<file path="src/rtl/cpu_clk_pkg.sv">
// ----------------------------------------------------------------------------
// cpu_clk_pkg
// Shared definitions for the CPU clock controller:
//   - mode encodings for the run / step / pause selector
//   - default rate-select value (bus_clk period 2^25 clk cycles)
//   - rise_allowed(): decides whether a bus_clk low phase may end at a tick
// ----------------------------------------------------------------------------
package cpu_clk_pkg;

    typedef enum logic [1:0] {
        MODE_RUN     = 2'b00,
        MODE_STEP    = 2'b01,
        MODE_PAUSE   = 2'b10,
        MODE_PAUSE_X = 2'b11   // unused encoding, behaves exactly like pause
    } mode_e;

    localparam int unsigned DEFAULT_DIV_SEL = 32'd24;

    // A new high phase may start only without a halt request, and then
    // either freely (run) or once per accepted button press (step).
    function automatic logic rise_allowed(input logic [1:0] mode,
                                          input logic       hlt,
                                          input logic       step_pending);
        logic ok;
        case (mode)
            MODE_RUN:  ok = !hlt;
            MODE_STEP: ok = !hlt && step_pending;
            default:   ok = 1'b0;
        endcase
        return ok;
    endfunction

endpackage

</file>
<file path="src/rtl/button_debounce.sv">
// ----------------------------------------------------------------------------
// button_debounce
// Synchronises a raw asynchronous push-button and accepts a new level only
// after it has been seen unchanged for DEBOUNCE_CYCLES consecutive clocks.
// Ports:
//   clk       system clock
//   rst_n     asynchronous active-low reset
//   btn_raw   raw button input, active-high, asynchronous to clk
//   btn_rise  one-clk registered strobe on an accepted 0->1 transition
// ----------------------------------------------------------------------------
module button_debounce
#(
    parameter int DEBOUNCE_CYCLES = 1000000,
    parameter int DB_WIDTH        = 20
)
(
    input  logic clk,
    input  logic rst_n,
    input  logic btn_raw,
    output logic btn_rise
);

    localparam logic [DB_WIDTH-1:0] CNT_LAST = DB_WIDTH'(DEBOUNCE_CYCLES - 1);
    localparam logic [DB_WIDTH-1:0] CNT_ONE  = {{(DB_WIDTH-1){1'b0}}, 1'b1};
    localparam logic [DB_WIDTH-1:0] CNT_ZERO = {DB_WIDTH{1'b0}};

    logic                sync1_q;
    logic                sync2_q;
    logic                stable_q;
    logic                stable_d;
    logic                rise_q;
    logic                rise_d;
    logic [DB_WIDTH-1:0] cnt_q;
    logic [DB_WIDTH-1:0] cnt_d;

    // Debounce: count while the synchronised level disagrees with the
    // accepted level; any agreement restarts the count from zero.
    always_comb begin
        stable_d = stable_q;
        rise_d   = 1'b0;
        cnt_d    = CNT_ZERO;
        if (sync2_q != stable_q) begin
            if (cnt_q == CNT_LAST) begin
                stable_d = sync2_q;
                rise_d   = sync2_q;
                cnt_d    = CNT_ZERO;
            end else begin
                cnt_d    = cnt_q + CNT_ONE;
            end
        end else begin
            cnt_d = CNT_ZERO;
        end
    end

    // Synchroniser, accepted level, debounce counter and edge strobe.
    always_ff @(posedge clk or negedge rst_n) begin
        if (!rst_n) begin
            sync1_q  <= 1'b0;
            sync2_q  <= 1'b0;
            stable_q <= 1'b0;
            rise_q   <= 1'b0;
            cnt_q    <= CNT_ZERO;
        end else begin
            sync1_q  <= btn_raw;
            sync2_q  <= sync1_q;
            stable_q <= stable_d;
            rise_q   <= rise_d;
            cnt_q    <= cnt_d;
        end
    end

    assign btn_rise = rise_q;

endmodule

</file>
<file path="src/rtl/cpu_clock_ctrl.sv">
// ----------------------------------------------------------------------------
// cpu_clock_ctrl
// Registered, glitch-free CPU bus clock generator driven by a free-running
// prescaler, with run / single-step / pause modes and a halt input.
// Ports:
//   clk          system clock
//   rst_n        asynchronous active-low reset
//   mode         00 run, 01 step, 10/11 pause
//   div_sel      rate select, bus_clk period = 2^(div_sel+1) clk (tap clamped)
//   step_btn     raw step push-button, active-high
//   hlt          halt request, level; honoured only while bus_clk is low
//   bus_clk      registered bus clock
//   control_clk  registered complement of bus_clk
//   bus_rise     strobe in the first cycle bus_clk reads 1
//   bus_fall     strobe in the first cycle bus_clk reads 0
//   halted       hlt && !bus_clk
//   cycle_count  count of bus_clk rising edges, wraps
// ----------------------------------------------------------------------------
module cpu_clock_ctrl
    import cpu_clk_pkg::*;
#(
    parameter int DIV_WIDTH       = 32,
    parameter int DIV_SEL_W       = 5,
    parameter int DEBOUNCE_CYCLES = 1000000,
    parameter int DB_WIDTH        = 20,
    parameter int CNT_WIDTH       = 16
)
(
    input  logic                 clk,
    input  logic                 rst_n,
    input  logic [1:0]           mode,
    input  logic [DIV_SEL_W-1:0] div_sel,
    input  logic                 step_btn,
    input  logic                 hlt,
    output logic                 bus_clk,
    output logic                 control_clk,
    output logic                 bus_rise,
    output logic                 bus_fall,
    output logic                 halted,
    output logic [CNT_WIDTH-1:0] cycle_count
);

    localparam logic [DIV_SEL_W-1:0] MAX_TAP = DIV_SEL_W'(DIV_WIDTH - 1);
    localparam logic [DIV_WIDTH-1:0] DIV_ONE = {{(DIV_WIDTH-1){1'b0}}, 1'b1};
    localparam logic [CNT_WIDTH-1:0] CNT_ONE = {{(CNT_WIDTH-1){1'b0}}, 1'b1};

    logic [DIV_WIDTH-1:0] prescaler_q;
    logic [DIV_WIDTH-1:0] prescaler_d;
    logic                 bus_clk_q;
    logic                 bus_clk_d;
    logic                 control_clk_q;
    logic                 control_clk_d;
    logic                 bus_rise_q;
    logic                 bus_rise_d;
    logic                 bus_fall_q;
    logic                 bus_fall_d;
    logic [CNT_WIDTH-1:0] cycle_count_q;
    logic [CNT_WIDTH-1:0] cycle_count_d;
    logic                 step_pending_q;
    logic                 step_pending_d;

    logic [DIV_SEL_W-1:0] tap_s;
    logic [DIV_WIDTH-1:0] tap_mask_s;
    logic                 tick_s;
    logic                 rise_ok_s;
    logic                 press_s;

    button_debounce #(
        .DEBOUNCE_CYCLES (DEBOUNCE_CYCLES),
        .DB_WIDTH        (DB_WIDTH)
    ) u_step_debounce (
        .clk      (clk),
        .rst_n    (rst_n),
        .btn_raw  (step_btn),
        .btn_rise (press_s)
    );

    // Tick selection: the low k prescaler bits all ones mark the end of a
    // phase. k=0 gives an all-zero mask, so every cycle is a tick. Because the
    // tap is re-evaluated each cycle, a div_sel change simply moves the next
    // phase boundary to the first tick of the new tap.
    always_comb begin
        if (div_sel > MAX_TAP) begin
            tap_s = MAX_TAP;
        end else begin
            tap_s = div_sel;
        end
        tap_mask_s = (DIV_ONE << tap_s) - DIV_ONE;
        tick_s     = ((prescaler_q & tap_mask_s) == tap_mask_s);
        rise_ok_s  = rise_allowed(mode, hlt, step_pending_q);
    end

    // Next-state for the bus clock, strobes and rise counter. A started high
    // phase always ends at its tick; only the start of a high phase is gated.
    always_comb begin
        prescaler_d   = prescaler_q + DIV_ONE;
        bus_clk_d     = bus_clk_q;
        bus_rise_d    = 1'b0;
        bus_fall_d    = 1'b0;
        cycle_count_d = cycle_count_q;
        if (tick_s) begin
            if (bus_clk_q) begin
                bus_clk_d  = 1'b0;
                bus_fall_d = 1'b1;
            end else if (rise_ok_s) begin
                bus_clk_d     = 1'b1;
                bus_rise_d    = 1'b1;
                cycle_count_d = cycle_count_q + CNT_ONE;
            end else begin
                bus_clk_d = 1'b0;
            end
        end else begin
            bus_clk_d = bus_clk_q;
        end
        control_clk_d = ~bus_clk_d;
    end

    // Step request: armed by one accepted press while low and idle, consumed
    // by the rise it enables, and dropped as soon as step mode is left. A
    // press and a rise cannot coincide since one needs pending clear and the
    // other pending set, so a press blocked by hlt stays pending.
    always_comb begin
        if (mode != MODE_STEP) begin
            step_pending_d = 1'b0;
        end else if (bus_rise_d) begin
            step_pending_d = 1'b0;
        end else if (press_s && !bus_clk_q && !step_pending_q) begin
            step_pending_d = 1'b1;
        end else begin
            step_pending_d = step_pending_q;
        end
    end

    // State registers.
    always_ff @(posedge clk or negedge rst_n) begin
        if (!rst_n) begin
            prescaler_q    <= {DIV_WIDTH{1'b0}};
            bus_clk_q      <= 1'b0;
            control_clk_q  <= 1'b1;
            bus_rise_q     <= 1'b0;
            bus_fall_q     <= 1'b0;
            cycle_count_q  <= {CNT_WIDTH{1'b0}};
            step_pending_q <= 1'b0;
        end else begin
            prescaler_q    <= prescaler_d;
            bus_clk_q      <= bus_clk_d;
            control_clk_q  <= control_clk_d;
            bus_rise_q     <= bus_rise_d;
            bus_fall_q     <= bus_fall_d;
            cycle_count_q  <= cycle_count_d;
            step_pending_q <= step_pending_d;
        end
    end

    assign bus_clk     = bus_clk_q;
    assign control_clk = control_clk_q;
    assign bus_rise    = bus_rise_q;
    assign bus_fall    = bus_fall_q;
    assign cycle_count = cycle_count_q;
    assign halted      = hlt & ~bus_clk_q;

endmodule

</file>
<file path="config.mk">
export PLATFORM = sky130hd
export DESIGN_NAME = cpu_clock_ctrl
export DESIGN_NICKNAME = d
export VERILOG_FILES = /design/src/rtl/cpu_clk_pkg.sv /design/src/rtl/button_debounce.sv /design/src/rtl/cpu_clock_ctrl.sv
export SDC_FILE = /design/constraint.sdc
export NUM_CORES = 1
export LEC_CHECK = 0
export ABC_AREA = 1
export CAP_MARGIN = 25
export CORE_ASPECT_RATIO = 0.7
export CORE_MARGIN = 2
export CORE_UTILIZATION = 50
export CTS_CLUSTER_SIZE = 24
export DETAILED_ROUTE_END_ITERATION = 10
export PLACE_DENSITY_LB_ADDON = 0.1
export REMOVE_ABC_BUFFERS = 1
export SETUP_SLACK_MARGIN = 0.4
export SLEW_MARGIN = 0
export SYNTH_ARGS = -nofsm -noshare
export SYNTH_HDL_FRONTEND = slang
export SYNTH_SLANG_ARGS = --single-unit
</file>
<file path="constraint.sdc">
create_clock -name clk -period 1.7 [get_ports clk]
set_input_delay 0.255 -clock clk [delete_from_list [all_inputs] [get_ports clk]]
set_output_delay 0.255 -clock clk [all_outputs]
set_load 0.02 [all_outputs]
</file>
==> results.ini, run 1 <==
[outcome]
status = finished with violations
violations = setup timing

[grt]
grt_use_total_pct = 29.1
overflow = 0
grt_pass1_vias = 5025
antenna_found_initial = 0
grt_first_pass_wirelength_mm = 24.6
grt_max_degree = 38

[floorplan]
die_w_um = 124
start_util_pct = 51.5
die_area_um2 = 10800
die_h_um = 87.7
rows = 30
core_um2 = 9720
io_pins = 32

[cells_and_area]
multi_input_comb_area_um2 = 3230
utilization_pct = 80.6
layout-drive-gt1-share_pct = 39.5
nets = 873
seq_area_um2 = 1910
antenna_cells = 0
syn_to_final_growth_pct = 56.5
fin_area_um2 = 7840
nFillCells = 612

[setup_path]
cp-start-kind = input port
endpoint = cycle_count[9]
reg2reg_to = prescaler_q[29]
path_class = in -> reg
rrSetupSlack_ns = -0.29
crit_path_end_kind = register
cp.required_ns = 1.92
rr_worst_depth = 11
worstPathArrival_ns = 2.30
startpoint = div_sel[2]
crit_fanout = 5
timing.rr.start = prescaler_q[0]

[detailed_routing]
dr.pass1.iters = 5
drtIter0Drc = 578
wl_per_cell_um = 16.7
antenna_left = 0
wl_mm = 16.6
vias = 5556
drcViolationCount = 0
vias_per_cell = 5.62

[synthesis]
syn_inst = 680
ys_seq_area_share_pct = 38.0
yosysWarnings = 0
synth_top_flop_cell = dfrtp_1
synth-seq-cells = 76
synthTopCellsByArea = dfrtp_1 37%, nand2_1 11%, nand4_1 8.1%
synth_cell_types = 39
synth_edf_count = 0
synth.top_cell.area_share_pct = 37.5
syn_area_um2 = 5010
synth_area_leader_cell = dfrtp_1
synth_area_per_cell_um2 = 7.36
ys_async_sr_fraction_pct = 100

[sta]
report.final.hold_viol_count = 0
drv_slew = 0
fmax_ghz = 0.481
setup_tns_ns = -12.02
layout_setup_ws_ns = -0.381
grt_setup_unrepaired = yes
finClkSkew_ns = 0.00426
fin_crit_ns = 2.08
finalCritPeriodShare_pct = 122
tightest_slew_ns = 0.625
relSlewSlack_pct = 58.0
setup_viol = 58

[cts]
clockBufferDepth = 2
ctsRootBufferMaster = clkbuf_16
cts_sinks = 76
clk_pin_slew_ns = 0.06
h-tree-depth = 3
cts_tree = yes
cts_buffers = 9
clock_latency_ns = 0.34

[place]
dpl-instance-area_um2 = 6010
hpwlAfterDp_mm = 9.33
place.gp.congestion = 0.882
portBuffers = 31

[worst_hold_path]
min_path_type = in -> reg
worstHoldStart = step_btn

[pwr]
pwr-share-comb_pct = 15.0
p_per_area_nw_per_um2 = 549
power_switching_share_pct = 25.9
p_total_mw = 4.31
leakage_nw = 3.86
vdd_ir_drop_max_mv = 0.538
p_sw_mw = 1.11
pwr-share-seq_pct = 42.4
power_frac_clock_pct = 42.6
intPower_mw = 3.19

[flow_run]
drv_cap = 0

==> worst max-delay path, stage by stage <==
cell and delay (ns):
buf_4 0.13, inv_4 0.07, nand4_1 0.19, ha_4 0.27, nand3_4 0.09, buf_4 0.13, nand2_1 0.06, inv_1 0.07
o21bai_1 0.09, nor2_2 0.14, nand2_2 0.10, nor2_8 0.15, nand4_4 0.14, buf_6 0.16, buf_12 0.13, nand2_2 0.05
nand2_1 0.06
==> area by class of cell <==
type	instances	share of cell area, %
multi-input cells	489	41.2
flip-flops and latches	76	24.3
repair buffers	190	24.2
inverters	92	4.69
clock buffers	11	2.97
well taps	128	2.04
clock inverters	3	0.511
==> state kept, by name (all words and copies together) (netlist names) <==
name	count
prescaler_q	31
u_step_debounce.cnt_q	20
cycle_count	16
bus_clk	1
bus_fall	1
bus_rise	1
control_clk	1
step_pending_q	1
u_step_debounce.btn_rise	1
u_step_debounce.stable_q	1
u_step_debounce.sync1_q	1
u_step_debounce.sync2_q	1
==> synthesized netlist by cell type, types with 2 or more instances <==
cell	n
a21oi_1	13
buf_2	9
buf_4	6
buf_6	5
clkbuf_1	3
dfrtp_1	75
ha_1	4
inv_1	86
inv_2	4
nand2_1	153
nand2_2	2
nand3_1	46
nand3_2	2
nand3b_1	4
nand4_1	65
nand4_2	2
nor2_1	83
nor2_2	4
nor2_4	2
nor3_1	19
nor3_2	2
nor3b_1	2
nor4_1	11
o21ai_0	9
o21bai_1	3
or2_2	2
xnor2_1	13
xor2_1	40
==> routing by layer <==
metal  wire length [um]  share of wire, %  GRT usage, %  vias to the layer above
met1               7000                42          40.6                     2654
li1                   -                 -             -                     2591
met2               7830                47          46.0                      267
met3               1310               7.9          5.79                       44
met4                408               2.5          8.78                        0
met5                  0                 0             0                        -
==> cell families (layout without fill, tap and decap cells) <==
group           after synthesis  after routing  share of synthesized area (%)
buf+inv                     115            296                           10.1
fa+ha+maj                     4              4                           1.00
xor+xnor                     53             53                           9.27
flops                        76             76                           38.0
simple gates                402            402                           38.3
compound gates               30             30                           3.32
==> worst min-delay path by stage <==
stage / endpoint / slack (ns) / cells past startpoint
finish: u_step_debounce.sync1_q / 0.36 / 1
global route: u_step_debounce.sync1_q / 0.38 / 1
CTS: u_step_debounce.sync1_q / 0.36 / 1
detailed placement: prescaler_q[29] / 0.26 / 1
global placement: prescaler_q[28] / 0.25 / 1
floorplan: bus_clk / -0.04 / 0
==> cells in the final DEF, fill, tap and decap left out, drive strengths merged, types with 2 or more instances in the layout <==
master	n
ha	4
nor4	11
a21oi	13
clkdlybuf4s50	4
clkbuf	12
nand2	155
dfrtp	75
nand3	48
clkdlybuf4s15	7
xor2	40
clkinv	4
nor3b	2
xnor2	13
nor2	90
inv	90
nor3	21
buf	174
nand4	68
o21ai	10
dlygate4sd2	2
or2	2
o21bai	3
nand3b	4
==> power groups by stage <==
stage	Clock, mW	Sequential, mW	Combinational (mW)
final	1.84	1.82	0.645
after CTS	1.86	1.82	0.571
after global routing	1.93	1.82	0.694
after global placement	0	1.85	0.451
after detailed placement	0	1.86	0.461
after floorplan	0	1.85	0.233
==> through the flow <==
stage / std cells / hold slack, ns / setup WS (ns)
after detailed placement: 905 / 0.255 / -1.12
final: 989 / 0.359 / -0.381
after CTS: 961 / 0.357 / -0.242
after global routing: 989 / 0.378 / -0.435
after global placement: 905 / 0.248 / -1.05
after floorplan: 657 / -0.0406 / -0.695
==> timing repair <==
action,in CTS,in global routing
gates cloned,10,0
resized for setup,243,108
buffers inserted,31,28
endpoints found under the hold margin,32,0
hold buffers,1,0
setup endpoints to repair,84,77
pin swaps,39,46
Note: power is estimated with default switching activity, not from simulation.
==> run 2: changes to the inputs <==
- CTS_BUF_LIST: unset -> sky130_fd_sc_hd__clkbuf_8 sky130_fd_sc_hd__clkbuf_16
==> results.ini, run 2 (synthesis results as in run 1) <==
[setup_path]
cp-start-kind = input port  ; unchanged
worstPathArrival_ns = 2.30  ; about the same
startpoint = div_sel[2]  ; unchanged
crit_path_end_kind = register  ; unchanged
crit_fanout = 5  ; unchanged
timing.rr.start = prescaler_q[0]  ; unchanged
cp.required_ns = 1.92  ; about the same
path_class = in -> reg  ; unchanged

[floorplan]
io_pins = 32  ; unchanged
rows = 30  ; unchanged
die_area_um2 = 10800  ; unchanged
core_um2 = 9720  ; unchanged
die_w_um = 124  ; unchanged
die_h_um = 87.7  ; unchanged
start_util_pct = 51.5  ; unchanged

[pwr]
power_frac_clock_pct = 42.5  ; was 42.6%
intPower_mw = 3.18  ; was 3.19 mW
pwr-share-seq_pct = 42.5  ; was 42.4%
p_per_area_nw_per_um2 = 548  ; was 549 nW/um2
pwr-share-comb_pct = 15.0  ; about the same
power_switching_share_pct = 25.9  ; about the same
vdd_ir_drop_max_mv = 0.539  ; was 0.538 mV
leakage_nw = 3.86  ; about the same
p_sw_mw = 1.11  ; about the same

[sta]
tightest_slew_ns = 0.628  ; was 0.625 ns
layout_setup_ws_ns = -0.378  ; was -0.381 ns
fin_crit_ns = 2.08  ; about the same
grt_setup_unrepaired = yes  ; unchanged
finClkSkew_ns = 0.00424  ; was 0.00426 ns
relSlewSlack_pct = 57.7  ; was 58.0%
setup_viol = 58  ; unchanged
drv_slew = 0  ; unchanged
report.final.hold_viol_count = 0  ; unchanged
fmax_ghz = 0.481  ; about the same
finalCritPeriodShare_pct = 122  ; about the same

[worst_hold_path]
min_path_type = in -> reg  ; unchanged
worstHoldStart = step_btn  ; unchanged

[cts]
clk_pin_slew_ns = 0.06  ; about the same
clock_latency_ns = 0.34  ; about the same
cts_buffers = 9  ; unchanged
ctsRootBufferMaster = clkbuf_16  ; unchanged
h-tree-depth = 3  ; unchanged
clockBufferDepth = 2  ; unchanged
cts_tree = yes  ; unchanged
cts_sinks = 76  ; unchanged

[grt]
antenna_found_initial = 0  ; unchanged
grt_first_pass_wirelength_mm = 24.6  ; unchanged
overflow = 0  ; unchanged
grt_max_degree = 38  ; unchanged
grt_use_total_pct = 29.1  ; unchanged
grt_pass1_vias = 5025  ; unchanged

[place]
dpl-instance-area_um2 = 6010  ; unchanged
hpwlAfterDp_mm = 9.33  ; unchanged
portBuffers = 31  ; unchanged
place.gp.congestion = 0.882  ; unchanged
dp_slack_ns = -1.12  ; unchanged

[flow_run]
drv_cap = 0  ; unchanged

[detailed_routing]
antenna_left = 0  ; unchanged
drtIter0Drc = 580  ; was 578
vias = 5570  ; was 5556
wl_mm = 16.6  ; about the same
dr.pass1.iters = 5  ; unchanged
vias_per_cell = 5.63  ; was 5.62
drcViolationCount = 0  ; unchanged
wl_per_cell_um = 16.8  ; was 16.7 um

[cells_and_area]
layout-drive-gt1-share_pct = 39.5  ; unchanged
final_common_cell = nand2_1  ; unchanged
nets = 873  ; unchanged
largest_register_ffs = 31  ; unchanged
antenna_cells = 0  ; unchanged
fin_area_um2 = 7840  ; unchanged
top_register = prescaler_q  ; unchanged
final_cell_mix = 116 x nand2_1, 98 x buf_4, 76 x inv_1, 71 x dfrtp_1, 65 x nand4_1  ; was 116 x nand2_1, 98 x buf_4, 74 x inv_1, 71 x dfrtp_1, 65 x nand4_1
syn_to_final_growth_pct = 56.5  ; unchanged

[outcome]
violations = setup timing  ; unchanged
status = finished with violations  ; unchanged

run 2: changes by cell type in the layout (fill, tap and decap cells not counted), sizes merged:
cell / before / now
clkbuf: 12 / 10
inv: 90 / 92
run 2: what timing repair did:
action,CTS,global route
resized for setup,243,108
endpoints found under the hold margin,32,0
cloned,10,0
hold buffers,1,0
setup endpoints to repair,84,77
buffers inserted,31,28
pin swaps,39,46
run 2: stage by stage:
stage,TNS (ns),hold WS [ns],instances,utilization [%],power (mW)
after floorplan,-14.69,-0.0406,657,-,2.09
after global placement,-24.37,0.248,905,61.8,2.31
after detailed placement,-26.59,0.255,905,61.8,2.32
after CTS,-6.07,0.357,961,74.8,4.24
after global routing,-17.79,0.378,989,80.6,4.44
final,-11.94,0.360,989,80.6,4.29
run 2: area by class of cell:
type | count | area, um2
tap | 128 | 160
clock inverter | 5 | 47.5
multi-input combinational | 489 | 3230
clock buffer | 9 | 225
fill | 612 | 1880
timing repair buffer | 190 | 1900
sequential | 76 | 1910
inverter | 92 | 368
run 2: worst max-delay path, stage by stage:
cell and delay [ns]:
buf_4 0.13, inv_4 0.07, nand4_1 0.19, ha_4 0.27, nand3_4 0.09, buf_4 0.13
nand2_1 0.06, inv_1 0.07, o21bai_1 0.09, nor2_2 0.14, nand2_2 0.10, nor2_8 0.15
nand4_4 0.14, buf_6 0.16, buf_12 0.13, nand2_2 0.05, nand2_1 0.06
run 2: metal layers:
metal  up-vias  GRT usage, %  part of all wire (%)
met5         -             0                     0
met4         0          8.78                   2.5
met3        42          5.79                   8.1
met2       263          46.0                    47
met1      2676          40.6                    42
li1       2589             -                     -
run 2: path summary, 6_finish.rpt:
| check | slack [ns] | cells past startpoint | endpoint |
|---|---|---|---|
| max in group asynchronous | 0.68 | 3 | u_step_debounce.cnt_q[3] |
| setup / recovery | -0.38 | 17 | cycle_count[9] |
| min in group asynchronous | 0.43 | 2 | prescaler_q[29] |
| setup reg to reg | -0.29 | 11 | prescaler_q[29] |
| hold / removal | 0.36 | 1 | u_step_debounce.sync1_q |
| hold reg to reg | 0.40 | 0 | u_step_debounce.sync2_q |
run 2: power groups by stage:
stage | sequential (mW) | clock [mW] | combinational (mW)
2_1_floorplan | 1.85 | 0 | 0.233
3_3_place_gp | 1.85 | 0 | 0.451
3_5_place_dp | 1.86 | 0 | 0.461
4_1_cts | 1.82 | 1.84 | 0.571
5_1_grt | 1.82 | 1.92 | 0.694
6_report | 1.82 | 1.82 | 0.644
